`config.mk`:
```
export PLATFORM = sky130hd
export DESIGN_NAME = seq_detector_param
export DESIGN_NICKNAME = d
export VERILOG_FILES = /design/src/rtl/seq_det_pkg.sv /design/src/rtl/seq_match_counter.sv /design/src/rtl/seq_detector_param.sv
export SDC_FILE = /design/constraint.sdc
export NUM_CORES = 1
export LEC_CHECK = 0
export ABC_AREA = 1
export CORE_UTILIZATION = 30
export DETAILED_ROUTE_END_ITERATION = 7
export MAX_ROUTING_LAYER = met4
export PLACE_DENSITY = 0.53
export SLEW_MARGIN = 25
export SYNTH_ARGS = -nofsm -noshare
export SYNTH_HDL_FRONTEND = slang
export SYNTH_SLANG_ARGS = --single-unit
```
`constraint.sdc`:
```
create_clock -name clk -period 2.5 [get_ports clk]
set_clock_uncertainty 0.2 [all_clocks]
set_input_delay 0.375 -clock clk [delete_from_list [all_inputs] [get_ports clk]]
set_output_delay 0.375 -clock clk [all_outputs]
set_load 0.01 [all_outputs]
```
`src/rtl/seq_det_pkg.sv`:
```
// Shared constants and helpers for the programmable serial pattern detector.
package seq_det_pkg;

  localparam int          MAX_PAT_W   = 64;
  localparam logic [15:0] SEQ_DEF_PAT = 16'b0000_0000_0011_0100;
  localparam int          SEQ_DEF_LEN = 6;
  localparam logic        SEQ_DEF_OVL = 1'b1;

  function automatic int len_w(input int pat_w);
    return $clog2(pat_w + 1);
  endfunction

  // Ones in the low len positions; the comparator ignores history above the pattern length.
  function automatic logic [MAX_PAT_W-1:0] len_mask(input int unsigned len);
    logic [MAX_PAT_W-1:0] m;
    m = '0;
    for (int unsigned i = 0; i < MAX_PAT_W; i++) begin
      m[i] = (i < len);
    end
    return m;
  endfunction

endpackage

```
`src/rtl/seq_match_counter.sv`:
```
// Saturating match counter with synchronous clear and a sticky saturation flag.
module seq_match_counter
  import seq_det_pkg::*;
#(
  parameter int CNT_W = 8
) (
  input  logic             clk,
  input  logic             rst,
  input  logic             i_inc,
  input  logic             i_clr,
  output logic [CNT_W-1:0] o_cnt,
  output logic             o_sat
);

  logic [CNT_W-1:0] r_cnt;
  logic             r_sat;

  // Clear has priority over increment; a match arriving at all-ones only sets the flag.
  always_ff @(posedge clk or negedge rst) begin
    if (!rst) begin
      r_cnt <= '0;
      r_sat <= 1'b0;
    end else if (i_clr) begin
      r_cnt <= '0;
      r_sat <= 1'b0;
    end else if (i_inc) begin
      if (&r_cnt) begin
        r_sat <= 1'b1;
      end else begin
        r_cnt <= r_cnt + CNT_W'(1);
      end
    end
  end

  assign o_cnt = r_cnt;
  assign o_sat = r_sat;

endmodule

```
`src/rtl/seq_detector_param.sv`:
```
// Runtime-programmable serial bit-pattern detector with overlap control and match counting.
module seq_detector_param
  import seq_det_pkg::*;
#(
  parameter  int               PAT_W   = 16,
  parameter  int               CNT_W   = 8,
  parameter  logic [PAT_W-1:0] DEF_PAT = PAT_W'(SEQ_DEF_PAT),
  parameter  int               DEF_LEN = SEQ_DEF_LEN,
  parameter  logic             DEF_OVL = SEQ_DEF_OVL,
  localparam int               LEN_W   = len_w(PAT_W)
) (
  input  logic             clk,
  input  logic             rst,
  input  logic             data_in,
  input  logic             data_valid,
  input  logic             cfg_load,
  input  logic [PAT_W-1:0] cfg_pattern,
  input  logic [LEN_W-1:0] cfg_len,
  input  logic             cfg_overlap,
  input  logic             cnt_clr,
  output logic             seq_found,
  output logic [CNT_W-1:0] match_cnt,
  output logic             cnt_sat
);

  localparam logic [LEN_W-1:0] LEN_MAX = LEN_W'(PAT_W);

  logic [PAT_W-1:0]     r_pat;
  logic [PAT_W-1:0]     r_hist;
  logic [LEN_W-1:0]     r_len;
  logic [LEN_W-1:0]     r_fill;
  logic                 r_ovl;
  logic                 r_found;

  logic [PAT_W-1:0]     w_hist_next;
  logic [LEN_W-1:0]     w_fill_next;
  logic [LEN_W-1:0]     w_len_clamped;
  logic [MAX_PAT_W-1:0] w_mask;
  logic [MAX_PAT_W-1:0] w_diff;
  logic                 w_accept;
  logic                 w_match;

  // A load cycle swallows any data bit so the new pattern starts from empty history.
  always_comb begin
    w_accept    = data_valid & ~cfg_load;
    w_hist_next = {r_hist[PAT_W-2:0], data_in};
    if (r_fill == LEN_MAX) begin
      w_fill_next = r_fill;
    end else begin
      w_fill_next = r_fill + LEN_W'(1);
    end
    if (cfg_len > LEN_MAX) begin
      w_len_clamped = LEN_MAX;
    end else begin
      w_len_clamped = cfg_len;
    end
    w_mask  = len_mask(32'(r_len));
    w_diff  = (MAX_PAT_W'(w_hist_next) ^ MAX_PAT_W'(r_pat)) & w_mask;
    w_match = w_accept && (r_len != '0) && (w_fill_next >= r_len) && (w_diff == '0);
  end

  // Non-overlapping mode empties the fill count on a match so the next one needs fresh bits.
  always_ff @(posedge clk or negedge rst) begin
    if (!rst) begin
      r_pat   <= DEF_PAT;
      r_len   <= LEN_W'(DEF_LEN);
      r_ovl   <= DEF_OVL;
      r_hist  <= '0;
      r_fill  <= '0;
      r_found <= 1'b0;
    end else if (cfg_load) begin
      r_pat   <= cfg_pattern;
      r_len   <= w_len_clamped;
      r_ovl   <= cfg_overlap;
      r_hist  <= '0;
      r_fill  <= '0;
      r_found <= 1'b0;
    end else if (w_accept) begin
      r_hist  <= w_hist_next;
      r_fill  <= (w_match && !r_ovl) ? '0 : w_fill_next;
      r_found <= w_match;
    end else begin
      r_found <= 1'b0;
    end
  end

  seq_match_counter #(
    .CNT_W (CNT_W)
  ) u_counter (
    .clk   (clk),
    .rst   (rst),
    .i_inc (w_match),
    .i_clr (cnt_clr),
    .o_cnt (match_cnt),
    .o_sat (cnt_sat)
  );

  assign seq_found = r_found;

endmodule

```
Yosys cells after proc, flatten, opt, wreduce, memory -nomap -nowiden

Index checks and enable logic that the tools add are counted.
Widths: inputs -> output; s select.

Register bits: 52

Bitwise gates (word level): 4
Reductions and logical operators: 13
Order comparisons: 33
Add/subtract/negate cells: 2
Eq/ne operators: 2
Multiplexer cells: 15

Operators by type and width:

| kind                | number |
|---|---|
| $lt 5x5->1 const A  | 15 |
| $logic_not 64->1    | 1 |
| $lt 4x5->1 const A  | 8 |
| $and 16x31->31      | 1 |
| $mux 15             | 2 |
| $mux 5              | 5 |
| $mux 8              | 3 |
| $lt 3x5->1 const A  | 4 |
| $xor 16x16->16      | 1 |
| $lt 1x5->1 const A  | 2 |
| $lt 2x5->1 const A  | 2 |
| $add 8x1->8 const B | 1 |
| $reduce_and 8->1    | 1 |
| $reduce_bool 2->1   | 3 |
| $add 5x1->5 const B | 1 |
| $eq 5x5->1 const B  | 1 |
| $ge 5x5->1          | 1 |
| $gt 5x5->1 const B  | 1 |
| $mux 1              | 5 |
| $reduce_bool 5->1   | 1 |
| $logic_and 1x1->1   | 4 |
| $reduce_and 2->1    | 2 |
| $ne 2x2->1 const B  | 1 |
| $and 1x1->1         | 1 |
| other kinds (2)     | 2 |

Logic depth before layout (Yosys ltp)

Gate-level depths: netlist of the first run.

Depth after elaboration: 9
Depth in mapped cells: 17

Hierarchy

Synthesis of the first run repeated with hierarchy kept, for this count alone.

Cells, all modules: 371
Area, all modules: 2825.2 µm²

Modules (own cells, without submodules):

| module             | times used | cells each | area each (µm²) |
|---|---|---|---|
| seq_detector_param | 1          | 302        | 2301.0 |
| seq_match_counter  | 1          | 69         | 524.3 |

Worst setup path before layout of the first run

No wires, ideal clock.

Path kind: reg-to-reg
Start: reg r_fill[0]
End: reg u_counter.r_cnt[0] (netlist: u_counter.o_cnt[0])
Cell stages (with the launch flop): 17
Data required time: 2.182 ns
Period minus slack after synthesis: 2.236 ns
Setup slack: 0.264 ns
Data arrival time: 1.918 ns
Cell sequence: dfrtp_1 -> inv_1 -> ha_1 -> nand4_1 -> xor2_1 -> ha_1 -> inv_1 -> nand2_1 -> nand2_1 -> nand2_1 -> nand2_1 -> nand2_1 -> nand2_1 -> nor2_1 -> nand4_2 -> nand3_1 -> nand2_1

Word-level cells in the longest chain between the ends: 7
Elaborated cells on any way between the ends: 8
Classes of those cells: add/sub (1); order compare (1); eq/ne (1); mux (1); reduce/logical (4)

Ends and longest elaborated chain:

| element                                   | RTL line                                           | text |
|---|---|---|
| start: declaration                        | seq_detector_param.sv:31                           | `logic [LEN_W-1:0] r_fill;` |
| start signal: assignment                  | seq_detector_param.sv:80                           | `r_fill <= (w_match && !r_ovl) ? '0 : w_fill_next;` |
| $add 5x1->5 or $eq 5x5->1 (tied branches) | seq_detector_param.sv:50, seq_detector_param.sv:47 |  |
| $mux 5 *                                  | seq_detector_param.sv:47                           | `if (r_fill == LEN_MAX) begin` |
| $ge 5x5->1 *                              | seq_detector_param.sv:59                           | `w_match = w_accept && (r_len != '0) && (w_fill_next >= r_len) && (w_diff == '0);` |
| $logic_and 1x1->1 * (2 in a row)          | seq_detector_param.sv:59                           |  |
| $reduce_bool 2->1 (no source line) *      | -                                                  |  |
| $reduce_and 2->1 (no source line) *       | -                                                  |  |
| end signal: assignment                    | seq_match_counter.sv:30                            | `r_cnt <= r_cnt + CNT_W'(1);` |
| end: declaration                          | seq_match_counter.sv:15                            | `logic [CNT_W-1:0] r_cnt;` |

Every way passes the cells marked *; elsewhere a longest branch is shown, timed or not.
A chain may end at the register's enable or synchronous reset.

Worst setup path after layout of the first run

Start: reg r_fill[0]
End: reg u_counter.r_cnt[1] (netlist: u_counter.o_cnt[1])

Same word-level chain as after synthesis.

==> metrics.md, run 1 <==
| Metric | Value |
|---|---|
| Buffers on Ports | `37` |
| Worst vdd ir | `0.262 mV` |
| Top-level I/O count | `38` |
| Chip Height | `approximately 100 um` |
| Final worst-path setup slack | `between 6 and 7 ps` |
| Fin crit share | `about 100%` |
| Hold_sp | `r_ovl` |
| Worst-margin pin slew | `a little over 600 ps` |
| Post-synth top area share | `between 30% and 40%` |
| CP Data Required Time | `2510 ps` |
| Switch share | `28.3%` |
| Critical-path top delay cell | `dfrtp_1` |
| First-pass GRT wire length | `11.9 mm` |
| Die width | `between 100 and 150 um` |
| Layout cell share with drive strength beyond 1 | `13.6%` |
| Clock latency on the worst-skew pair | `310 ps` |
| Largest net degree at the start of global routing | `35` |
| CP cell instances | `ha_2, nand2_2, nor2_2, xor2_1, inv_1, ha_4, and3_4, nand2_2, nand2_2, nand2_2, nor2_4, nand4_4, nand3_2, nand2_2` |
| Crit path time final | `roughly 2500 ps` |
| Grt total ovfl | `0` |
| Max incr delay on CP | `390 ps` |
| DRC | `0` |
| Initial antenna violation count | `0` |
| Worst path arrival time | `2500 ps` |
| Finished Core Util | `between 30 and 40%` |
| Hold Path Depth | `2` |
| Root Driver | `clkbuf_8` |
| R2R setup slack | `7 ps` |
| Most used cell, CP | `nand2_2` |
| Max Slew Vio Count | `0` |
| Leading cell type by number of instances after synthesis | `nand2_1` |
| Non-Filler Instances | `between 500 and 600` |
| Rows | `35` |
| Clk pwr share | `between 30% and 40%` |
| Cells on worst reg2reg path | `14` |
| Clock transition at path regs | `100 ps` |
| Gpl congestion | `0.866` |
| Sinks on Clock Net | `52` |
| Max Fclk | `401 MHz` |
| Layout area overhead | `26.5%` |
| Sequential share of power | `49.8%` |
| Pint | `1340 uW` |
| Die area | `10300 um2` |
| Fin area | `3740 um2` |
| Final-report hold violation count | `0` |
| CTS tree | `yes` |
| Sequential share of the synthesized area | `44.2%` |
| DR iter-0 viols | `91` |
| Max Cap Viol | `0` |
| Longest Clk Path Bufs | `2` |
| Inst Count DP | `between 500 and 600` |
| Reg-to-Reg End | `u_counter.o_cnt[1]` |
| Min-Delay Endpoint | `r_ovl` |
| Status | `complete, no violations` |
| Slew HR | `59.7%` |
| Syn nets | `431` |
| Final wirelength | `6.95 mm` |
| Synth Register Bits | `between 50 and 60` |
| Sw power | `529 uW` |
| Mean Syn Cell Area | `7.49 um2` |
| Setup WS pre-CTS | `-8.15 ps` |
| Largest cells by area after synthesis | `dfrtp_1, nand2_1, inv_1` |
| Commonest cells post-synth | `nand2_1, inv_1, dfrtp_1, nand3_1, nor2_1` |
| Leak | `0.00173 uW` |
| Synth Cell Area | `2960 um2` |
| Post-DP Area | `3520 um2` |
| Critical path capture point type | `flop` |
| Post-DP HPWL | `5.28 mm` |
| Drt via density | `4.61` |
| Crit-path max FO | `8` |
| PD cells | `about 500 nW/um2` |
| Post-synth top flop | `dfrtp_1` |
| Core area | `~9400 um2` |
| GRT Overall Usage | `between 15 and 20%` |
| Nets | `476` |
| Antenna viol nets, final | `0` |
| Num CTS Buffers | `5` |
| CP top delay family | `simple AND/OR/NAND/NOR gates` |
| Number of synthesized flops with an enable pin | `0` |
| Vias in the first global route | `2558` |
| Gate Count Post-Synth | `between 300 and 400` |
| Htree depth | `2` |
| TritonRoute pass-1 iters | `4` |
| Per-cell routed wire length | `about 12 um` |
| Initial core utilization | `31.4%` |
| Hold_ws | `297 ps` |
| Hold WC Path Type | `reg2reg` |
| N_diodes | `0` |
| Setup violators final | `0` |
| Critical Path Start Type | `flop` |
| Count of cell types in the netlist | `32` |
| FF-to-FF Start | `r_fill[0]` |
| Synth async-reset ratio | `100%` |
| WP depth | `14` |
| CP bufs+invs | `1` |
| Synth Warn # | `0` |
| Crit Path Class | `reg2reg` |
| RSZ-0062 raised after global routing | `yes` |
| Via count | `2628` |
| Post-synth top area cell | `dfrtp_1` |
| Combinational power share | `19.1%` |
## layout make-up
cell class | count | area [um2]
inverter | 54 | 203
clock inverter | 1 | 30.0
multi-input combinational | 281 | 1510
timing repair buffer | 46 | 448
clock buffer | 7 | 76.3
fill | 977 | 5670
tap | 129 | 161
sequential | 52 | 1310
## metrics by stage
step                power [uW]  setup TNS [ps]
global route              1980           -1620
floorplan                 1140               0
CTS                       1880               0
finish                    1870               0
detailed placement        1290           -30.2
global placement          1280               0
## what timing repair did
| item | 4_1_cts | 5_1_grt |
|---|---|---|
| hold endpoints to repair | 21 | 0 |
| setup buffers | 0 | 1 |
| hold buffers | 1 | 0 |
| endpoints found under the setup margin | 6 | 14 |
| pin swaps | 2 | 14 |
| gates resized for setup | 2 | 20 |
## power by group through the flow
stage	combinational, uW	clock (uW)	sequential (uW)
after CTS	346	603	930
after detailed placement	341	0	946
after floorplan	202	0	939
after global placement	338	0	946
final	357	579	931
after global routing	413	633	939
## cell usage in the layout, fill, tap and decap left out, types with 2 or more instances in the layout
| cell type | count |
|---|---|
| a21oi_1 | 7 |
| inv_1 | 49 |
| nor2_2 | 6 |
| inv_2 | 4 |
| dfstp_2 | 6 |
| o21bai_1 | 5 |
| and3_1 | 2 |
| nand2_2 | 7 |
| nand3_1 | 26 |
| clkbuf_8 | 5 |
| clkbuf_1 | 2 |
| clkdlybuf4s50_1 | 36 |
| o21ai_0 | 21 |
| o22ai_1 | 14 |
| ha_1 | 6 |
| nand2_1 | 120 |
| nand3_2 | 11 |
| nor2_4 | 4 |
| xor2_1 | 8 |
| buf_4 | 7 |
| nor3_1 | 3 |
| nor2_1 | 27 |
| dfrtp_1 | 46 |
| nand4_1 | 2 |
## cells by family after synthesis
kind of cell,synth area share (%)
buffers and inverters,7.91
adder cells (fa/ha/maj),3.38
XOR/XNOR,2.37
AO/OA/AOI/OAI,9.52
flip-flops,44.2
AND/OR/NAND/NOR,32.6
## worst register-to-register path: cells and delay by family, from the launching register on
family	cells	cell delay, ps
simple gates	10	1080
fa+ha+maj	2	470
flops	1	390
xor+xnor	1	150
buf+inv	1	100
## flip-flops by register name, summed over array words and instances (netlist names)
name	flops
r_fill	5
r_hist	15
r_len	5
r_ovl	1
r_pat	16
seq_found	1
u_counter.o_cnt	8
u_counter.o_sat	1
## worst max path at each step
stage                          from            endpoint  slack (ps)
after floorplan           r_fill[0]  u_counter.o_cnt[0]         260
after global placement    r_fill[0]  u_counter.o_cnt[5]          70
after detailed placement  r_fill[0]  u_counter.o_cnt[1]          -8
after CTS                 r_fill[0]           r_fill[0]          20
after global routing      r_fill[1]  u_counter.o_cnt[1]        -170
final                     r_fill[0]  u_counter.o_cnt[1]           7
## routing by layer
layer	vias up	global-route usage, %	share of wire (%)
met5	-	-	0
met4	0	4.01	0.98
met3	6	2.14	2.6
met2	41	25.4	49
met1	1235	19.2	47
li1	1346	-	-
(Power assumes the default switching activity.)
==> run 2, diff against run 1 <==
Settings changed: CORE_MARGIN from default to 2, CORE_UTILIZATION 30 to 55, PLACE_DENSITY 0.53 to 0.83.
==> metrics.md, run 2 (synthesized netlist as in run 1, its figures left out) <==
| Metric | Value |
|---|---|
| Crit-path max FO | `5 (was 8)` |
| Hold WC Path Type | `reg2reg (unchanged)` |
| Antenna viol nets, final | `0 (unchanged)` |
| DRC | `0 (unchanged)` |
| Num CTS Buffers | `5 (unchanged)` |
| Per-cell routed wire length | `14.0 um (was 12.2 um)` |
| RSZ-0062 raised after global routing | `yes (unchanged)` |
| Post-DP Area | `3440 um2 (was 3520 um2)` |
| Top-level I/O count | `38 (unchanged)` |
| Layout area overhead | `23.1% (was 26.5%)` |
| Chip Height | `77.3 um (was 101 um)` |
| Worst-margin pin slew | `657 ps (was 605 ps)` |
| Failing checks | `setup timing` |
| Crit Path Class | `reg2reg (unchanged)` |
| Max Slew Vio Count | `0 (unchanged)` |
| Drt via density | `5.35 (was 4.61)` |
| Layout cell share with drive strength beyond 1 | `13.3% (was 13.6%)` |
| Final wirelength | `7.19 mm (was 6.95 mm)` |
| Via count | `2745 (was 2628)` |
| Initial core utilization | `57.5% (was 31.4%)` |
| Setup violators final | `13 (was 0)` |
| Longest Clk Path Bufs | `2 (unchanged)` |
| Crit path time final | `2550 ps (was 2490 ps)` |
| Largest net degree at the start of global routing | `30 (was 35)` |
| Critical Path Start Type | `flop (unchanged)` |
| Rows | `26 (was 35)` |
| Final worst-path setup slack | `-46.1 ps (was 6.68 ps)` |
| Max Fclk | `393 MHz (was 401 MHz)` |
| Gpl congestion | `0.961 (was 0.866)` |
| CP Data Required Time | `2480 ps (was 2510 ps)` |
| Clock transition at path regs | `90 ps (was 100 ps)` |
| Core area | `5140 um2 (was 9420 um2)` |
| Setup WS pre-CTS | `-22.0 ps (was -8.15 ps)` |
| Die width | `77.3 um (was 101 um)` |
| Vias in the first global route | `2501 (was 2558)` |
| Slew HR | `56.2% (was 59.7%)` |
| Root Driver | `clkbuf_8 (unchanged)` |
| Max incr delay on CP | `420 ps (was 390 ps)` |
| First-pass GRT wire length | `11.7 mm (was 11.9 mm)` |
| Status | `complete, but fails checks (was complete, no violations)` |
| CP cell instances | `inv_2, ha_4, nand4_1, xor2_1, ha_1, inv_1, nand2_1, nand2_1, nand2_1, nand2_2, nand2_2, nand2_2, nor2_4, nand3_4, nor2_4, o21bai_1 (was ha_2, nand2_2, nor2_2, xor2_1, inv_1, ha_4, and3_4, nand2_2, nand2_2, nand2_2, nor2_4, nand4_4, nand3_2, nand2_2)` |
| Worst path arrival time | `2530 ps (was 2500 ps)` |
| Worst vdd ir | `0.384 mV (was 0.262 mV)` |
| N_diodes | `0 (unchanged)` |
| Hold_ws | `293 ps (was 297 ps)` |
| Clock latency on the worst-skew pair | `300 ps (was 310 ps)` |
| GRT Overall Usage | `25.2% (was 15.2%)` |
| Fin crit share | `102% (was 99.7%)` |
| Critical-path top delay cell | `dfrtp_1 (unchanged)` |
| Buffers on Ports | `37 (unchanged)` |
| Most frequent cells in the layout | `nand2_1, inv_1, dfrtp_1 (unchanged)` |
| PD cells | `488 nW/um2 (was 499 nW/um2)` |
| Final-report hold violation count | `0 (unchanged)` |
| Sinks on Clock Net | `52 (unchanged)` |
| TNS Setup | `-271 ps (was 0 ps)` |
| Fin area | `3640 um2 (was 3740 um2)` |
| Initial antenna violation count | `0 (unchanged)` |
| CTS tree | `yes (unchanged)` |
| Most common cell after layout, fill and taps aside | `nand2_1 (unchanged)` |
| Biggest register | `r_pat (unchanged)` |
| Non-Filler Instances | `513 (was 570)` |
| Post-DP HPWL | `5.22 mm (was 5.28 mm)` |
| Nets | `478 (was 476)` |
| Leak | `0.00174 uW (was 0.00173 uW)` |
| Die area | `5980 um2 (was 10300 um2)` |
| DR iter-0 viols | `184 (was 91)` |
| Inst Count DP | `502 (was 560)` |
| TritonRoute pass-1 iters | `7 (was 4)` |
| Critical path capture point type | `flop (unchanged)` |
| Grt total ovfl | `0 (unchanged)` |
| Largest register FFs | `16 (unchanged)` |
| Htree depth | `2 (unchanged)` |
| Max Cap Viol | `0 (unchanged)` |
[run 2: metrics by stage]
step / utilization (%) / power, uW
floorplan: - / 1140
finish: 70.9 / 1780
global route: 70.9 / 1870
CTS: 69.2 / 1760
global placement: 66.9 / 1270
detailed placement: 66.9 / 1280
[run 2: critical path, delay by kind of cell (launching register included)]
kind | cells | cell delay (ps)
compound gates | 1 | 100
xor+xnor | 1 | 220
fa+ha+maj | 2 | 420
buf+inv | 2 | 140
flops | 1 | 420
simple gates | 10 | 910
[run 2: routing by layer]
layer	GRT usage [%]	part of all wire, %	up-vias
li1	-	-	1353
met2	41.6	51	76
met5	-	0	-
met1	32.8	45	1308
met3	4.19	3.5	8
met4	6.07	0.97	0
[run 2: final timing paths]
| check | end | slack [ps] | startpoint | cells past startpoint |
|---|---|---|---|---|
| worst max-delay path | r_fill[0] | -50 | r_fill[0] | 16 |
| worst min-delay path | r_ovl | 290 | r_ovl | 2 |
| worst max register to register | r_fill[0] | -50 | r_fill[0] | 16 |
| worst min register to register | r_ovl | 290 | r_ovl | 2 |
| max in group asynchronous | r_fill[1] | 1040 | rst | 3 |
| min in group asynchronous | r_pat[15] | 420 | rst | 2 |
[run 2: layout make-up]
class	count	area [um2]
timing repair buffer	48	450
clock buffer	6	72.6
tap	70	87.6
clock inverter	2	16.3
sequential	52	1310
inverter	54	203
multi-input combinational	281	1500
fill	434	1500
[run 2: timing repair]
action / in CTS / in global routing
setup buffers: 0 / 2
endpoints found under the setup margin: 13 / 14
pin swaps: 5 / 19
gates cloned: 0 / 0
hold buffers: 1 / 0
endpoints found under the hold margin: 21 / 0
resized for setup: 4 / 16
[run 2: where the power goes]
part           internal (uW)  switching [uW]  total [uW]
Sequential               889            42.0         931
Clock                    200             277         477
Combinational            151             221         371
Total                   1240             540        1780
==> run 3, diff against run 2 <==
Settings changed: CAP_MARGIN from default to 20.
==> results of run 3 <==
The final DEF is identical to that of run 2; final timing and power are the same.
==> variant 1, RTL diff (flow settings as in run 1) <==
The parameter `PAT_W` goes from 16 to 24.
--- a/src/rtl/seq_detector_param.sv
+++ b/src/rtl/seq_detector_param.sv
@@ -3,5 +3,5 @@
   import seq_det_pkg::*;
 #(
-  parameter  int               PAT_W   = 16,
+  parameter  int               PAT_W   = 24,
   parameter  int               CNT_W   = 8,
   parameter  logic [PAT_W-1:0] DEF_PAT = PAT_W'(SEQ_DEF_PAT),
Ports: changed (resized cfg_pattern); port bits go from 38 to 46. The function was not compared with the original's and may differ.
==> variant 1 against run 1 <==
- the run now ends with DRC, setup timing left
- power is 56% higher
- non-clock buffer count is 13 higher
- design area increased by 26%
- synthesized cell count increased by 10%
- global-route usage is 0.33 points lower
- setup slack worse by 0.043 ns
- sequential cell count grew 16
- synthesized area up 22%
- routed wire length increased by 21%
- highest routed layer unchanged
==> variant 1: results (changes against run 1) <==
* Pleak at 2.14 nW (was 1.73 nW)
* Synth Net Count at 479 (was 431)
* H-tree Lvls at 3 (was 2)
* Vias in the first global route at 2977 (was 2558)
* Met2 wire len at 3830 microns (was 3420 microns)
* Worst Tran Pin Value at 0.589 ns (was 0.605 ns)
* Fin Setup TNS at -0.208 ns (was 0 ns)
* Top power group: clock (was sequential cells)
* Hold Startpoint: r_pat[2] (was r_ovl)
* Fillcell total at 1134 (was 977)
* Final worst slack at -0.0363 ns (was 0.00668 ns)
* Reg2Reg Capture Point: u_counter.o_cnt[6] (was u_counter.o_cnt[1])
* Crit path to: u_counter.o_cnt[6] (was u_counter.o_cnt[1])
* Wire length on met1 at 4200 microns (was 3280 microns)
* Vias per cell at 4.71 (was 4.61)
* Status: finished, violations left (was finished, final reports clean)
* CP arrival at 2.55 ns (was 2.50 ns)
* Final setup fails at 8 (was 0)
* Worst vdd ir at 0.000232 V (was 0.000262 V)
* Met2 GRT Util at 22.1% (was 25.4%)
* Largest net degree at the start of global routing at 69 (was 35)
* Clock latency at the later pin of the worst-skew pair at 0.33 ns (was 0.31 ns)
* CTS root buffer: clkbuf_16 (was clkbuf_8)
* Top cells by count, synth: nand2_1, dfrtp_1, inv_1 (was nand2_1, inv_1, dfrtp_1)
* Seq pwr at 1.22 mW (was 0.931 mW)
* # DRC at 3 (was 0)
* CTS buffer count at 9 (was 5)
* Internal power at 2.18 mW (was 1.34 mW)
* Buffers added on ports at 45 (was 37)
* Max reg flops at 24 (was 16)
* Post-CTS sizing at 1 (was 2)
* Violated checks: DRC, setup timing
* Hold_ws at 0.301 ns (was 0.297 ns)
-- variant 1: kinds of logic after synthesis --
logic type               share of synthesized area [%]
buffers and inverters                             8.05
AO/OA/AOI/OAI                                     12.1
adder cells (fa/ha/maj)                           2.77
flip-flops                                        47.4
XOR/XNOR                                          3.40
AND/OR/NAND/NOR                                   23.1
multiplexers                                      3.12
-- variant 1: cell type report --
cell class / instances / area share (%)
Sequential cell: 68 / 36.4
Multi-Input combinational cell: 291 / 36.6
Tap cell: 143 / 3.81
Clock buffer: 14 / 5.62
Timing Repair Buffer: 59 / 11.9
Clock inverter: 2 / 0.746
Inverter: 61 / 4.87
-- variant 1: metrics by stage --
step	std cells	setup slack (ns)	area [sq um]
final	638	-0.0363	4700
after global routing	638	-0.155	4700
after CTS	631	-0.00744	4530
after detailed placement	614	-0.0754	4220
after global placement	614	-0.0478	4220
after floorplan	435	0.131	3610
==> variant 2, RTL diff (settings of run 1) <==
Without the edit above. Reset style: synchronous (`rst`), changed in 2 clocked blocks.
--- a/src/rtl/seq_match_counter.sv
+++ b/src/rtl/seq_match_counter.sv
@@ -17,5 +17,5 @@
 
   // Clear has priority over increment; a match arriving at all-ones only sets the flag.
-  always_ff @(posedge clk or negedge rst) begin
+  always_ff @(posedge clk) begin
     if (!rst) begin
       r_cnt <= '0;
--- a/src/rtl/seq_detector_param.sv
+++ b/src/rtl/seq_detector_param.sv
@@ -61,5 +61,5 @@
 
   // Non-overlapping mode empties the fill count on a match so the next one needs fresh bits.
-  always_ff @(posedge clk or negedge rst) begin
+  always_ff @(posedge clk) begin
     if (!rst) begin
       r_pat   <= DEF_PAT;
Behaviour: differs if rst is asserted again (counterexample within 4 cycles, from zero or initial values and one cycle with rst low); with rst held inactive, the same outputs for 10 cycles.
==> variant 2 against run 1 <==
- the flow now finishes with violations (setup timing)
- synthesized area decreased by 9.4%
- largest cell class unchanged
- hold slack lost 0.032 ns
- count of clock-buffer cells in the layout stayed put
- setup slack worse by 0.0076 ns
- final cell count fell by 3.7%
- routed wire length shrank 0.45%
- design area is 8.6% lower
- maximum frequency down 0.31%
- first-iteration DRC count grew 18%
- power decreased by 13%
- sequential cell count unchanged
- utilization shrank 0.32 points
- die area shrank 9.2%
==> variant 2: results (changes against run 1) <==
* Status: finished, violations left (was finished, final reports clean)
* Violated checks: setup timing
* Met2 GRT Util at 25.9% (was 25.4%)
* Maximum fanout along the worst path at 6 (was 8)
* Compound-cell area share of the yosys netlist at 14.5% (was 9.52%)
* Fraction of area in multi-input gates at 42.0% (was 40.5%)
* Hold Startpoint: u_counter.o_sat (was r_ovl)
* Final setup fails at 1 (was 0)
* Wire length on met1 at 3380 microns (was 3280 microns)
* Non-clock buffering overhead at 13.5% (was 12.0%)
* WL met3 at 216 microns (was 183 microns)
* Logic inverters at 66 (was 54)
* Hold_ws at 0.265 ns (was 0.297 ns)
* Final worst slack at -0.000967 ns (was 0.00668 ns)
* Vias in the first global route at 2360 (was 2558)
* Vias at 2520 (was 2628)
* DR iter-0 viols at 107 (was 91)
* Fillcell total at 962 (was 977)
* Worst vdd ir at 0.000163 V (was 0.000262 V)
* Non-clock buffer total of the final layout at 49 (was 46)
* Synth Net Count at 424 (was 431)
* Clock network area share at 2.74% (was 2.84%)
* M1 GR Usage at 20.9% (was 19.2%)
* Detailed placement HPWL at 5070 microns (was 5280 microns)
* Top post-synthesis cells by area: dfxtp_1, nand2_1, inv_1 (was dfrtp_1, nand2_1, inv_1)
* Largest net degree at the start of global routing at 26 (was 35)
==> variant 2: changes by cell type after synthesis, moves of 11 or more <==
cell	change
dfxtp_1	+52
a21oi_1	+26
nand2_1	-27
o22ai_1	-14
dfrtp_1	-46
nand3_1	-16
inv_1	+11
==> variant 2: metrics by stage <==
stage | instance area (sq um) | std cells | TNS [ns] | setup WS, ns | total power [mW]
2_1_floorplan | 2680 | 388 | 0 | 0.0852 | 1.03
3_3_place_gp | 3220 | 535 | -0.224 | -0.0286 | 1.13
3_5_place_dp | 3220 | 535 | -1.11 | -0.0973 | 1.14
4_1_cts | 3390 | 547 | 0 | 0.0156 | 1.65
5_1_grt | 3420 | 549 | -2.42 | -0.184 | 1.72
6_report | 3420 | 549 | -0.000967 | -0.000967 | 1.63
==> variant 2: power by group <==
part	total, mW	switching [mW]	leakage (nW)	internal (mW)
clock	0.505	0.279	0.0445	0.226
sequential	0.883	0.0255	0.426	0.858
combinational	0.245	0.140	1.05	0.106
